File: src/rtl/multi_chan_counter_pkg.sv
// Shared types and the next-count helper for the multi-channel counter bank.
package multi_chan_counter_pkg;

    // Widest counter the helper function supports.
    localparam int unsigned MAX_W = 64;

    typedef enum logic {
        DIR_UP   = 1'b0,
        DIR_DOWN = 1'b1
    } dir_e;

    typedef logic [MAX_W-1:0] cnt_t;

    // Result of one counting step: the new value and whether a limit was crossed.
    typedef struct packed {
        cnt_t next;
        logic hit_limit;
    } next_t;

    // Read response payload.
    typedef struct packed {
        cnt_t data;
        logic wrap;
        logic err;
    } rsp_t;

    // One up/down step of a width-bit counter. Counting at a limit always
    // reports hit_limit. The value then wraps or sticks according to saturate.
    function automatic next_t next_count(input cnt_t        count,
                                         input dir_e        dir,
                                         input logic        saturate,
                                         input int unsigned width);
        next_t res;
        cnt_t  max_v;
        if (width >= MAX_W) begin
            max_v = '1;
        end else begin
            max_v = (cnt_t'(1) << width) - cnt_t'(1);
        end
        res.hit_limit = 1'b0;
        res.next      = count;
        if (dir == DIR_UP) begin
            if (count == max_v) begin
                res.hit_limit = 1'b1;
                res.next      = saturate ? max_v : '0;
            end else begin
                res.next = count + cnt_t'(1);
            end
        end else begin
            if (count == '0) begin
                res.hit_limit = 1'b1;
                res.next      = saturate ? '0 : max_v;
            end else begin
                res.next = count - cnt_t'(1);
            end
        end
        return res;
    endfunction

endpackage

File: src/rtl/multi_chan_counter_chan.sv
// One counter channel: the count register, the sticky wrap flag and the
// load > clear > count > disable priority chain.
module counter_chan
    import multi_chan_counter_pkg::*;
#(
    parameter int WIDTH          = 8,
    parameter int SATURATE       = 0,
    parameter int CLR_ON_DISABLE = 1
) (
    input  logic             clk,
    input  logic             rst,
    input  logic             i_enable,
    input  logic             i_dir,
    input  logic             i_clr,
    input  logic             i_load,
    input  logic [WIDTH-1:0] i_load_value,
    input  logic             i_flag_clr,
    output logic [WIDTH-1:0] o_count,
    output logic             o_wrap_flag
);

    logic [WIDTH-1:0] r_count;
    logic             r_flag;
    next_t            w_step;
    logic [WIDTH-1:0] w_count_d;
    logic             w_flag_set;
    logic             w_flag_d;
    logic             w_unused_step;

    assign w_step        = next_count(cnt_t'(r_count), dir_e'(i_dir), (SATURATE != 0), WIDTH);
    assign w_unused_step = ^w_step.next;

    // Next count by priority; only an actual count step can raise the flag.
    always_comb begin
        w_count_d  = r_count;
        w_flag_set = 1'b0;
        if (i_load) begin
            w_count_d = i_load_value;
        end else if (i_clr) begin
            w_count_d = '0;
        end else if (i_enable) begin
            w_count_d  = w_step.next[WIDTH-1:0];
            w_flag_set = w_step.hit_limit;
        end else if (CLR_ON_DISABLE != 0) begin
            w_count_d = '0;
        end else begin
            w_count_d = r_count;
        end
    end

    // Sticky flag: a new limit crossing beats a read-to-clear in the same cycle.
    always_comb begin
        w_flag_d = r_flag;
        if (w_flag_set) begin
            w_flag_d = 1'b1;
        end else if (i_flag_clr) begin
            w_flag_d = 1'b0;
        end else begin
            w_flag_d = r_flag;
        end
    end

    // Count and flag registers.
    always_ff @(posedge clk or posedge rst) begin
        if (rst) begin
            r_count <= '0;
            r_flag  <= 1'b0;
        end else begin
            r_count <= w_count_d;
            r_flag  <= w_flag_d;
        end
    end

    assign o_count     = r_count;
    assign o_wrap_flag = r_flag;

endmodule

File: src/rtl/multi_chan_counter.sv
// Bank of NUM_CH independent counters with a valid/ready read port and a
// single-entry, back-pressurable response register.
module multi_chan_counter
    import multi_chan_counter_pkg::*;
#(
    parameter int NUM_CH         = 4,
    parameter int WIDTH          = 8,
    parameter int SATURATE       = 0,
    parameter int CLR_ON_DISABLE = 1,
    localparam int CH_W          = (NUM_CH > 1) ? $clog2(NUM_CH) : 1
) (
    input  logic                    clk,
    input  logic                    rst,
    input  logic [NUM_CH-1:0]       enable,
    input  logic [NUM_CH-1:0]       dir,
    input  logic [NUM_CH-1:0]       clr,
    input  logic                    load_en,
    input  logic [CH_W-1:0]         load_ch,
    input  logic [WIDTH-1:0]        load_value,
    output logic [NUM_CH*WIDTH-1:0] count,
    output logic [NUM_CH-1:0]       wrap_flag,
    input  logic                    rd_valid,
    input  logic [CH_W-1:0]         rd_ch,
    output logic                    rd_ready,
    output logic                    rsp_valid,
    input  logic                    rsp_ready,
    output logic [WIDTH-1:0]        rsp_data,
    output logic                    rsp_wrap,
    output logic                    rsp_err
);

    logic [WIDTH-1:0]  w_chan_count [NUM_CH];
    logic [NUM_CH-1:0] w_chan_wrap;
    logic [NUM_CH-1:0] w_load_hit;
    logic [NUM_CH-1:0] w_flag_clr;
    logic              w_rd_accept;
    logic              w_rd_in_range;
    rsp_t              w_sel;
    rsp_t              r_rsp;
    logic              r_rsp_valid;
    logic              w_unused_rsp;

    // The output register can take a new entry when empty or being drained.
    assign rd_ready      = !r_rsp_valid || rsp_ready;
    assign w_rd_accept   = rd_valid && rd_ready;
    assign w_rd_in_range = ({1'b0, rd_ch} < (CH_W+1)'(NUM_CH));

    // Decode load/read channel indices and select the pre-edge snapshot.
    // Out-of-range indices match no channel, so they neither load nor clear.
    always_comb begin
        w_load_hit = '0;
        w_flag_clr = '0;
        w_sel      = '0;
        w_sel.err  = !w_rd_in_range;
        for (int i = 0; i < NUM_CH; i++) begin
            if (load_en && (load_ch == CH_W'(i))) begin
                w_load_hit[i] = 1'b1;
            end else begin
                w_load_hit[i] = 1'b0;
            end
            if (rd_ch == CH_W'(i)) begin
                w_sel.data    = cnt_t'(w_chan_count[i]);
                w_sel.wrap    = w_chan_wrap[i];
                w_flag_clr[i] = w_rd_accept;
            end else begin
                w_flag_clr[i] = 1'b0;
            end
        end
    end

    for (genvar g = 0; g < NUM_CH; g++) begin : g_chan
        counter_chan #(
            .WIDTH          (WIDTH),
            .SATURATE       (SATURATE),
            .CLR_ON_DISABLE (CLR_ON_DISABLE)
        ) u_chan (
            .clk          (clk),
            .rst          (rst),
            .i_enable     (enable[g]),
            .i_dir        (dir[g]),
            .i_clr        (clr[g]),
            .i_load       (w_load_hit[g]),
            .i_load_value (load_value),
            .i_flag_clr   (w_flag_clr[g]),
            .o_count      (w_chan_count[g]),
            .o_wrap_flag  (w_chan_wrap[g])
        );
        assign count[g*WIDTH +: WIDTH] = w_chan_count[g];
    end

    assign wrap_flag = w_chan_wrap;

    // Response register: load on accept, clear once consumed, hold while stalled.
    always_ff @(posedge clk or posedge rst) begin
        if (rst) begin
            r_rsp_valid <= 1'b0;
            r_rsp       <= '0;
        end else if (w_rd_accept) begin
            r_rsp_valid <= 1'b1;
            r_rsp       <= w_sel;
        end else if (rsp_ready) begin
            r_rsp_valid <= 1'b0;
            r_rsp       <= '0;
        end else begin
            r_rsp_valid <= r_rsp_valid;
            r_rsp       <= r_rsp;
        end
    end

    assign w_unused_rsp = ^r_rsp.data;
    assign rsp_valid    = r_rsp_valid;
    assign rsp_data     = r_rsp.data[WIDTH-1:0];
    assign rsp_wrap     = r_rsp.wrap;
    assign rsp_err      = r_rsp.err;

endmodule
File: config.mk
export PLATFORM = sky130hd
export DESIGN_NAME = multi_chan_counter
export DESIGN_NICKNAME = d
export VERILOG_FILES = /design/src/rtl/multi_chan_counter_pkg.sv /design/src/rtl/multi_chan_counter_chan.sv /design/src/rtl/multi_chan_counter.sv
export SDC_FILE = /design/constraint.sdc
export NUM_CORES = 1
export LEC_CHECK = 0
export CORE_MARGIN = 8
export CORE_UTILIZATION = 25
export CTS_BUF_LIST = sky130_fd_sc_hd__clkbuf_4
export DETAILED_ROUTE_END_ITERATION = 7
export GPL_TIMING_DRIVEN = 0
export RECOVER_POWER = 50
export SLEW_MARGIN = 20
export SYNTH_ARGS = -nofsm -noshare
export SYNTH_HDL_FRONTEND = slang
export SYNTH_SLANG_ARGS = --single-unit
File: constraint.sdc
create_clock -name clk -period 2.8 [get_ports clk]
set_clock_uncertainty 0.05 [all_clocks]
set_input_delay 0.42 -clock clk [delete_from_list [all_inputs] [get_ports clk]]
set_output_delay 0.42 -clock clk [all_outputs]
set_load 0.02 [all_outputs]
==> results.cfg, run 1 <==
[run_status]
status = completed

[route]
wirelength_mm = 13.2
num_vias = 3783
dr.pass1.iters = 5
vias_per_cell = 5.44
route.detailed.drc = 0
detail_route.wl_per_cell_um = 19.0
drt_iter0_drc = 457
ant_nets = 0

[clock_network]
clk_latency_ns = 0.38
htree_levels = 2
postCtsSetupBuffers = 0
clockBufferDepth = 2
clock_sinks = 46
cts_inserted_buffers = 5
holdBufCountCts = 0
cts_tree = yes
cts_root_buf = clkbuf_4
cts_resized = 0
clk_pin_slew_worst_paths_ns = 0.17

[floorplanning]
core_area_um2 = 14500
io_pins = 77
die_w_um = 138
die_h_um = 138
floorplan.initialDensity_pct = 25.6
rows = 44
die_area_um2 = 18900

[logic_synthesis]
synth_commonest_cells = 46 x dfrtp_1, 29 x o21ai_0, 26 x nand2_1, 23 x inv_1, 23 x nand3_1
synth_edf_count = 0
syn_nets = 471
yosysMostFrequentCell = dfrtp_1
synth_area_per_cell_um2 = 8.60
synth_flop_cell = dfrtp_1
synth_seq_cells = 46
yosysWarnings = 0
synth_area_um2 = 3700
netlist_instances = 430
netlist.area_leader.share_pct = 31.1
ys_types = 68
synth_area_leaders = dfrtp_1 31%, xnor2_1 4.5%, ha_1 4.1%
ys_async_sr_fraction_pct = 100
ys_seq_area_share_pct = 31.1
yosysTopAreaCell = dfrtp_1

[setup_path]
crit_type = input port to output pin
r2r_end = g_chan[2].u_chan.o_count[6]$_DFF_PP0_
rr_startpoint = g_chan[2].u_chan.o_count[0]$_DFF_PP0_
critPathArrivalTime_ns = 1.88
reg2regPathDepth = 7
crit_path_end_kind = output pin
start_kind = input port
r2r_slack_ns = 0.45
crit_fanout = 6
crit_required_ns = 2.33

[pwr]
switchingPower_uw = 807
internal-power_uw = 1300
power_frac_comb_pct = 40.3
peakVddDrop_mv = 0.198
power_leakage_uw = 0.00196
powerDensity_nw_per_um2 = 444
swShare_pct = 38.4
sequentialPowerShare_pct = 38.4
p_clk_share_pct = 21.3

[timing]
hold_violations = 0
finalCriticalPeriod_ns = 2.35
setup_violations = 0
clock.fmax_mhz = 425
tns_ns = 0
timing.final.ws_setup_ns = 0.449
post-route-period-util_pct = 84.0
worst_slew_pin_slew_ns = 1.17
maxSlewHeadroom_pct = 22.1
drv_slew = 0
rsz0062_at_grt = false

[grt]
grt_max_degree = 26
grt_overflow = 0
antenna_found_initial = 0
grtUsageTotal_pct = 13.7
grt_pass1_vias = 3730
grt_pass1_wl_mm = 20.3

[job]
drv_cap = 0

[final_layout]
nets = 551
area_growth_pct = 27.9
drive_gt1_share_pct = 8.22
num_antenna_cells = 0

[place]
port_buffers = 72
place.detailed.hpwl_mm = 9.91
gp_congestion = 0.919
dp_slack_ns = 0.256

[min_path]
hold_depth = 3
worstHoldStart = dir[1]
hold_class = input port to register
whs_endpoint = g_chan[1].u_chan.o_count[7]$_DFF_PP0_
per-layer routing:
layer	global-route usage, %	part of all wire (%)	vias up
met3	2.81	7.0	17
met2	21.8	46	138
met1	18.4	46	1879
met4	3.86	1.7	0
met5	0	0	-
li1	-	-	1749
cell usage in the layout (no fill, tap or decap), types with 8 or more instances in the layout:
cell / count
o21ai_0: 29
buf_2: 8
inv_1: 23
a22o_1: 9
clkdlybuf4s50_1: 53
xor2_1: 10
clkbuf_1: 17
ha_1: 12
xnor2_1: 19
mux2i_1: 10
nor3b_1: 10
dlygate4sd3_1: 19
nor2_1: 18
a21oi_1: 22
a22oi_1: 11
and3_1: 8
nand2_1: 26
nand3_1: 23
dfrtp_1: 46
per-stage QoR:
step           util (%)  cell area, um^2  total power, uW  hold WS [ns]  instances
4_1_cts            32.8             4750             2120         0.330        695
6_report           32.7             4730             2100         0.339        695
3_3_place_gp       32.1             4650             1650         0.456        686
5_1_grt            32.7             4730             2210         0.344        695
2_1_floorplan         -             3700             1340         0.438        430
3_5_place_dp       32.3             4670             1670         0.455        687
cell type report:
class,instances,area [um^2]
Fill cell,1505,9750
Multi-Input combinational cell,325,2270
Sequential cell,46,1150
Timing Repair Buffer,73,726
Tap cell,184,230
Buffer,36,184
Inverter,23,86.3
Clock inverter,3,43.8
Clock buffer,5,37.5
registers in the layout, indices dropped and copies added, names as in the netlist:
| register | flops |
|---|---|
| rsp_wrap | 1 |
| rsp_data | 8 |
| g_chan.u_chan.o_wrap_flag | 4 |
| rsp_valid | 1 |
| g_chan.u_chan.o_count | 32 |
cell families after synthesis:
logic type / synth area share, %
buffers and inverters: 7.30
flip-flops: 31.1
other: 0.101
adder cells (fa/ha/maj): 4.06
multiplexers: 2.71
XOR/XNOR: 6.86
AO/OA/AOI/OAI: 25.8
AND/OR/NAND/NOR: 22.0
how the worst max path moves through the flow:
stage                                               start                                    end  slack (ns)  depth (start not counted)
floorplan           g_chan[2].u_chan.o_count[0]$_DFF_PP0_  g_chan[2].u_chan.o_count[6]$_DFF_PP0_        0.61                          7
global placement                                      rst  g_chan[0].u_chan.o_count[6]$_DFF_PP0_        0.07                          2
detailed placement                                load_en  g_chan[0].u_chan.o_count[3]$_DFF_PP0_        0.26                          6
CTS                 g_chan[2].u_chan.o_count[0]$_DFF_PP0_  g_chan[2].u_chan.o_count[6]$_DFF_PP0_        0.48                          7
global route        g_chan[2].u_chan.o_count[0]$_DFF_PP0_  g_chan[2].u_chan.o_count[6]$_DFF_PP0_        0.31                          7
finish                                          rsp_ready                               rd_ready        0.45                          3
worst max-delay path, cell delays in order:
cell and delay [ns]:
dlygate4sd3_1 0.54, nand2b_1 0.26, clkdlybuf4s50_1 0.66
power by group through the flow:
| stage | clock network [uW] | logic (uW) | registers, uW |
|---|---|---|---|
| after floorplan | 0 | 485 | 856 |
| after global placement | 0 | 832 | 821 |
| after detailed placement | 0 | 854 | 821 |
| after CTS | 457 | 859 | 808 |
| after global routing | 478 | 917 | 819 |
| final | 449 | 847 | 808 |
Power figures use the tool's default switching activity.
==> run 2, diff against run 1 <==
==> constraint.sdc (replaced) <==
create_clock -name clk -period 2 [get_ports clk]
set_clock_uncertainty 0.05 [all_clocks]
set_input_delay 0.3 -clock clk [delete_from_list [all_inputs] [get_ports clk]]
set_output_delay 0.3 -clock clk [all_outputs]
set_load 0.02 [all_outputs]
==> run 2 against run 1 <==
Critical path depth rose by 2. Clock power up 41%. Worst hold slack got worse by 0.11 ns. Sequential power increased by 40%. Power is 44% higher. Largest power group unchanged. Routed wire length rose by 0.24%.
==> results.cfg, run 2 (synthesized netlist as in run 1, its figures left out) <==
[floorplanning]
core_area_um2 = 14500
die_h_um = 138
die_w_um = 138
rows = 44
die_area_um2 = 18900
io_pins = 77
floorplan.initialDensity_pct = 25.6

[grt]
grtUsageTotal_pct = 14.0
grt_pass1_wl_mm = 20.7
grt_overflow = 0
antenna_found_initial = 0
grt_max_degree = 25
grt_pass1_vias = 3782

[clock_network]
clock_sinks = 46
cts_root_buf = clkbuf_4
cts_inserted_buffers = 5
holdBufCountCts = 0
clk_pin_slew_worst_paths_ns = 0.16
clockBufferDepth = 2
htree_levels = 2
clk_latency_ns = 0.38
cts_tree = yes

[place]
place.detailed.hpwl_mm = 9.85
dp_slack_ns = -0.438
gp_congestion = 0.875
port_buffers = 72

[pwr]
power_frac_comb_pct = 41.6
powerDensity_nw_per_um2 = 613
switchingPower_uw = 1140
swShare_pct = 37.8
sequentialPowerShare_pct = 37.5
p_clk_share_pct = 20.9
internal-power_uw = 1880
power_leakage_uw = 0.00204
peakVddDrop_mv = 0.332

[final_layout]
area_growth_pct = 33.1
drive_gt1_share_pct = 14.8
fill_cells = 1505
final_common_cell = clkdlybuf4s50_1
multiInputGateArea_um2 = 2330
register_area_um2 = 1170
layout.cells.most_common_list = 54 x clkdlybuf4s50_1, 34 x dfrtp_1, 29 x o21ai_0
largest_register_ffs = 32
num_antenna_cells = 0
nets = 562

[run_status]
status = completed

[setup_path]
crit_fanout = 7
crit_type = register to register
critPathArrivalTime_ns = 2.23
critical_path.slowest_cell = o41a_4
rr_startpoint = g_chan[0].u_chan.o_count[4]$_DFF_PP0_
crit_chain = buf_6 -> or3_4 -> o41a_4 -> a221oi_2 -> a21o_1
reg2regPathDepth = 5
crit_required_ns = 2.28
r2r_slack_ns = 0.05
path_buf_inv = 1
start_kind = register
max_stage_delay_ns = 0.49
crit_family = compound AO/OA/AOI/OAI gates
r2r_end = g_chan[0].u_chan.o_count[4]$_DFF_PP0_
crit_path_end_kind = register

[timing]
maxSlewHeadroom_pct = 32.8
rsz0062_at_grt = false
tns_ns = 0
timing.final.ws_setup_ns = 0.0550
finalCriticalPeriod_ns = 1.95
setup_violations = 0
clock.fmax_mhz = 514
post-route-period-util_pct = 97.3
hold_violations = 0
worst_slew_pin_slew_ns = 1.01
holdWs_ns = 0.230
drv_slew = 0

[route]
drt_iter0_drc = 391
num_vias = 3775
ant_nets = 0
route.detailed.drc = 0
vias_per_cell = 5.35
wirelength_mm = 13.2
dr.pass1.iters = 5
detail_route.wl_per_cell_um = 18.7

[min_path]
hold_depth = 3
worstHoldStart = dir[1]
hold_class = input port to register
whs_endpoint = g_chan[1].u_chan.o_count[7]$_DFF_PP0_

[job]
drv_cap = 0
-- run 2: changes by cell type in the layout (fill, tap and decap cells not counted), moves of 2 or more --
| cell | delta |
|---|---|
| clkbuf_1 | -6 |
| dfrtp_2 | +12 |
| clkbuf_4 | +2 |
| nor3b_4 | +2 |
| dfrtp_1 | -12 |
| clkbuf_2 | +2 |
| buf_4 | +14 |
| nor3b_1 | -2 |
| dlygate4sd3_1 | -2 |
-- run 2: what timing repair did --
| item | CTS | global route |
|---|---|---|
| resized for setup | 13 | 22 |
| endpoints found under the setup margin | 20 | 20 |
| hold endpoints to repair | 0 | 0 |
| setup buffers | 5 | 7 |
| pin swaps | 0 | 4 |
-- run 2: power groups by stage --
stage | clock [uW] | sequential [uW] | combinational (uW)
floorplan | 0 | 1200 | 680
global placement | 0 | 1150 | 1170
detailed placement | 0 | 1150 | 1200
CTS | 656 | 1140 | 1230
global route | 679 | 1150 | 1370
finish | 631 | 1130 | 1260
-- run 2: metrics by stage --
stage                     area (um^2)  utilization, %  std cells  total power [uW]
after floorplan                  3700               -        430              1880
after global placement           4660            32.2        686              2320
after detailed placement         4680            32.3        687              2350
after CTS                        4840            33.4        699              3020
after global routing             4920            34.0        706              3200
final                            4920            34.0        706              3020
-- run 2: worst register-to-register path, delay by kind of cell, from the launching register on --
kind	cells	cell delay, ns
compound gates	3	0.89
flops	1	0.42
simple gates	1	0.40
buf+inv	1	0.14
-- run 2: worst max path at each step --
stage	endpoint	cells past startpoint	slack [ns]	from
4_1_cts	g_chan[3].u_chan.o_count[5]$_DFF_PP0_	6	0.003	g_chan[3].u_chan.o_count[1]$_DFF_PP0_
5_1_grt	g_chan[1].u_chan.o_count[6]$_DFF_PP0_	7	0.001	g_chan[1].u_chan.o_count[0]$_DFF_PP0_
3_5_place_dp	g_chan[1].u_chan.o_count[2]$_DFF_PP0_	6	-0.44	load_ch[1]
2_1_floorplan	g_chan[2].u_chan.o_count[6]$_DFF_PP0_	7	-0.03	g_chan[2].u_chan.o_count[1]$_DFF_PP0_
3_3_place_gp	g_chan[2].u_chan.o_count[0]$_DFF_PP0_	2	-0.76	rst
6_report	g_chan[0].u_chan.o_count[4]$_DFF_PP0_	5	0.05	g_chan[0].u_chan.o_count[4]$_DFF_PP0_
-- run 2: layout make-up --
type                       instances  area share [%]
sequential                        46            23.7
timing repair buffer              85            16.8
clock buffer                       6           0.915
tap                              184            4.68
clock inverter                     2           0.762
buffer                            35            3.96
multi-input combinational        325            47.4
inverter                          23            1.75
-- run 2: per-layer routing --
| layer | track usage [%] | vias to the layer above | share of wire [%] | wire [um] |
|---|---|---|---|---|
| met5 | 0 | - | 0 | 0 |
| met4 | 4.04 | 0 | 1.6 | 214 |
| met3 | 3.68 | 14 | 7.3 | 960 |
| met2 | 21.5 | 140 | 45 | 5990 |
| met1 | 18.7 | 1843 | 46 | 6050 |
| li1 | - | 1778 | - | - |
==> RTL edit 1 (settings of run 2) <==
`SATURATE` is set to 0 in 2 places; all go to 1.
--- a/src/rtl/multi_chan_counter_chan.sv
+++ b/src/rtl/multi_chan_counter_chan.sv
@@ -5,5 +5,5 @@
 #(
     parameter int WIDTH          = 8,
-    parameter int SATURATE       = 0,
+    parameter int SATURATE       = 1,
     parameter int CLR_ON_DISABLE = 1
 ) (
--- a/src/rtl/multi_chan_counter.sv
+++ b/src/rtl/multi_chan_counter.sv
@@ -6,5 +6,5 @@
     parameter int NUM_CH         = 4,
     parameter int WIDTH          = 8,
-    parameter int SATURATE       = 0,
+    parameter int SATURATE       = 1,
     parameter int CLR_ON_DISABLE = 1,
     localparam int CH_W          = (NUM_CH > 1) ? $clog2(NUM_CH) : 1
Check against the original RTL: not equivalent (a bounded check fails within 4 cycles, from zero or initial values and one cycle with rst high).
==> RTL edit 1 against run 2 <==
Final area shrank 2.3%. Setup slack lost 0.014 ns. Global-route usage shrank 0.22 points. Worst hold slack gained 0.21 ns. Synthesized area shrank 3.3%. Wire length shrank 2.9%. Total power shrank 4.4%. Sequential cell count is the same. Critical endpoint is now g_chan[0].u_chan.o_count[3]. Highest routed layer unchanged.
==> RTL edit 1: results (changes against run 2) <==
Die W: 136 um (-1.5%)
Total Nets Final: 544 (-3.2%)
mux share of post-synthesis cell area: 3.64% (+0.93 points)
Inverters: 19 (-17%)
Placed Area: 0.00457 mm2 (-2.2%)
worst min path class: in -> async
WP data required: 2.22 ns (-0.06 ns)
top cell type's share of synthesized area: 32.2% (+1.1 points)
ClkCell Share: 1.48% (-0.19 points)
Synth Area in Compound Gates: 26.2% (+0.35 points)
Seq/Total Area, Yosys: 32.2% (+1.1 points)
worst r2r dst: g_chan[0].u_chan.o_count[3]
post-DP HPWL: 9580 um (-2.8%)
Avg WL per Cell: 18.8 um (+0.23%)
Leak: 0.00195 uW (-4.4%)
wire length on met3: 959 um (-0.10%)
Post-synth top cells: dfrtp_1, o21ai_0, clkbuf_1
gp weighted congestion: 0.856 (-2.2%)
share of layout cells above drive strength 1: 15.5% (+0.76 points)
first-pass GRT wire length: 20200 um (-2.4%)
Post-CTS Repair Setup Buffers: 4 (-1)
comb_multi_in: 319 (-1.8%)
VDD IR max: 0.191 mV (-42%)
dominant cells by area after synthesis: dfrtp_1, o21ai_0, ha_1, a32o_1, mux2i_1
fraction of area in multi-input gates: 47.4% (about the same)
Signal buf overhead: 20.5% (-0.34 points)
Worst-path clk slew: 0.14 ns (-0.02 ns)
filler cell count: 1423 (-5.4%)
status: complete, no violations
I/O Buffers: 75 (+4.2%)
global-route met1 utilization: 18.0% (-0.73 points)
r2r startpoint: g_chan[0].u_chan.o_count[0]
initial antenna violation count: 1 (+1)
Antenna Cells: 1 (+1)
met3 usage: 2.74% (-0.94 points)
WL met1: 5590 um (-7.6%)
## RTL edit 1: changes by cell type after synthesis, sizes merged, moves of 4 or more
cell,before,now
xor2,10,1
nand3,23,14
inv,23,19
or4,2,11
clkbuf,18,26
xnor2,19,12
a32o,7,14
buf,18,11
nand2,26,20
nand2b,2,10
nor3,8,16
## RTL edit 1: per-stage QoR
step	std cells	util [%]	power [uW]
global route	684	34.5	3050
floorplan	421	-	1810
global placement	676	32.7	2250
CTS	680	33.7	2870
finish	684	34.5	2890
detailed placement	677	32.8	2260
## RTL edit 1: where the power goes
group,switching (uW),internal (uW),leakage (uW),total [uW]
sequential,137,1020,0.000585,1160
clock,314,253,0.0000387,567
combinational,607,555,0.00133,1160
## RTL edit 1: worst max-delay path, cell delays in order (launching register included)
cell and delay (ns):
dfrtp_2 0.48, ha_1 0.25, and3_1 0.24, a21oi_1 0.37, o21ai_0 0.19, a32o_1 0.28
==> RTL edit 2 (flow settings as in run 2) <==
Made on the original files. Put a register stage on the outputs `wrap_flag` and `rsp_err`, cleared by the reset. The values now appear one clock later. The other outputs are not delayed to match.
--- a/src/rtl/multi_chan_counter.sv
+++ b/src/rtl/multi_chan_counter.sv
@@ -89,5 +89,4 @@
     end
 
-    assign wrap_flag = w_chan_wrap;
 
     // Response register: load on accept, clear once consumed, hold while stalled.
@@ -112,5 +111,13 @@
     assign rsp_data     = r_rsp.data[WIDTH-1:0];
     assign rsp_wrap     = r_rsp.wrap;
-    assign rsp_err      = r_rsp.err;
+    always_ff @(posedge clk or posedge rst) begin
+        if (rst) begin
+            wrap_flag <= '0;
+            rsp_err   <= '0;
+        end else begin
+            wrap_flag <= w_chan_wrap;
+            rsp_err   <= r_rsp.err;
+        end
+    end
 
 endmodule
Check against the original RTL: not equivalent (Yosys sat finds a counterexample within 4 cycles, from zero or initial values and one cycle with rst high).
==> RTL edit 2 against run 2 <==
Final area increased by 0.58%. Critical path depth down 4. Via count up 3.5%. Synthesized area rose by 2.6%. Sequential power is 9% higher. Total power is 0.88% lower. Non-clock buffer count is 6 lower. Utilization decreased by 1.1 points. Setup slack worse by 0.032 ns. Sequential cell count grew 4. Clock power shrank 17%. Largest power group unchanged. Wire length is 3.4% higher. Sequential share of layout area grew 1.8 points.
==> RTL edit 2: results (changes against run 2) <==
first-pass GRT wire length: 21500 um (+4.1%)
origin of the worst min-delay path: dir[0]
Critical Path Max Stage Delay: 0.68 ns (+0.19 ns)
clk_lat worst skew: 0.42 ns (+0.04 ns)
VDD IR max: 0.269 mV (-19%)
synth unique cells: 67 (-1.5%)
CP Capture Point: count[31]
WL met1: 6160 um (+1.8%)
mux share of post-synthesis cell area: 2.90% (+0.19 points)
status: complete, no violations
Fmax: 0.506 GHz (-1.6%)
cell family with most CP delay: buffers and inverters
syn_nets: 491 (+4.2%)
Leak: 0.00198 uW (-2.7%)
WL met2: 6410 um (+6.9%)
r2r startpoint: g_chan[1].u_chan.o_count[0]
wire length on met3: 846 um (-12%)
gp weighted congestion: 0.916 (+4.7%)
Total Routed Length: 13700 um (+3.4%)
Slew HR: 26.7% (-6.1 points)
Total Nets Final: 574 (+2.1%)
sw power: 1200 uW (+5.5%)
area share of fa/ha/maj cells after synthesis: 3.95% (-0.10 points)
DR vias/cell: 5.41 (+1.2%)
share of layout cells above drive strength 1: 12.4% (-2.4 points)
pre-CTS setup slack: -0.538 ns (-0.0994 ns)
global-route met1 utilization: 17.4% (-1.3 points)
vias in the first global route: 3870 (+2.3%)
Worst Hold Path EP: g_chan[0].u_chan.o_count[2]
Worst Setup SP: g_chan[3].u_chan.o_count[7]
dominant cells by area after synthesis: dfrtp_1, o21ai_0, ha_1, mux2i_1, nor2_1
met3 usage: 3.01% (-0.67 points)
XOR/XNOR Fraction of Synth Area: 5.30% (-1.6 points)
Critical-path top delay cell: clkdlybuf4s50_1
Seq group: 1230 uW (+9%)
Post-synth top cells: dfrtp_1, o21ai_0, nor2_1
crit-path max FO: 8 (+1)
filler cell count: 1556 (+3.4%)
Worst Path Arrival: 1.63 ns (-0.60 ns)
Seq/Total Area, Yosys: 32.9% (+1.8 points)
starting DRC count in detailed routing: 335 (-14%)
-- RTL edit 2: cell types whose count changed in the layout (fill, tap and decap cells not counted), sizes merged, moves of 3 or more --
| cell | delta |
|---|---|
| dlygate4sd3 | -5 |
| a22o | -5 |
| nor2 | +11 |
| xnor2 | -7 |
| buf | -5 |
| or3b | -3 |
| nor3b | -4 |
| a21oi | -5 |
| a221o | +3 |
| nor3 | +10 |
| nand3 | -5 |
| dfrtp | +4 |
| o21ai | +6 |
| clkdlybuf4s50 | +4 |
-- RTL edit 2: worst reg2reg max path, cell delays in order, from the launching register on --
cell       delay, ns
dfrtp_1         0.41
buf_2           0.18
inv_2           0.09
ha_2            0.20
or4b_4          0.50
o21ai_0         0.22
a2bb2oi_1       0.10
o21ai_0         0.16
-- RTL edit 2: area by class of cell --
cell class | instances | area share, %
tap | 188 | 4.75
inverter | 25 | 1.89
sequential | 50 | 25.5
clock inverter | 3 | 0.328
clock buffer | 5 | 0.758
timing repair buffer | 77 | 15.3
buffer | 37 | 3.84
multi-input combinational | 337 | 47.7
-- RTL edit 2: per-stage QoR --
step	power, uW	cells	cell area (um2)	hold WS (ns)
global placement	2410	710	4760	0.341
CTS	2990	720	4890	0.291
global route	3150	722	4950	0.370
floorplan	1950	450	3800	0.323
detailed placement	2430	710	4760	0.346
finish	2990	722	4950	0.328
-- RTL edit 2: what timing repair did --
| item | CTS | global route |
|---|---|---|
| endpoints found under the setup margin | 29 | 24 |
| gates resized for setup | 23 | 20 |
| buffers inserted | 3 | 2 |
| pin swaps | 2 | 5 |
| hold endpoints to repair | 0 | 0 |
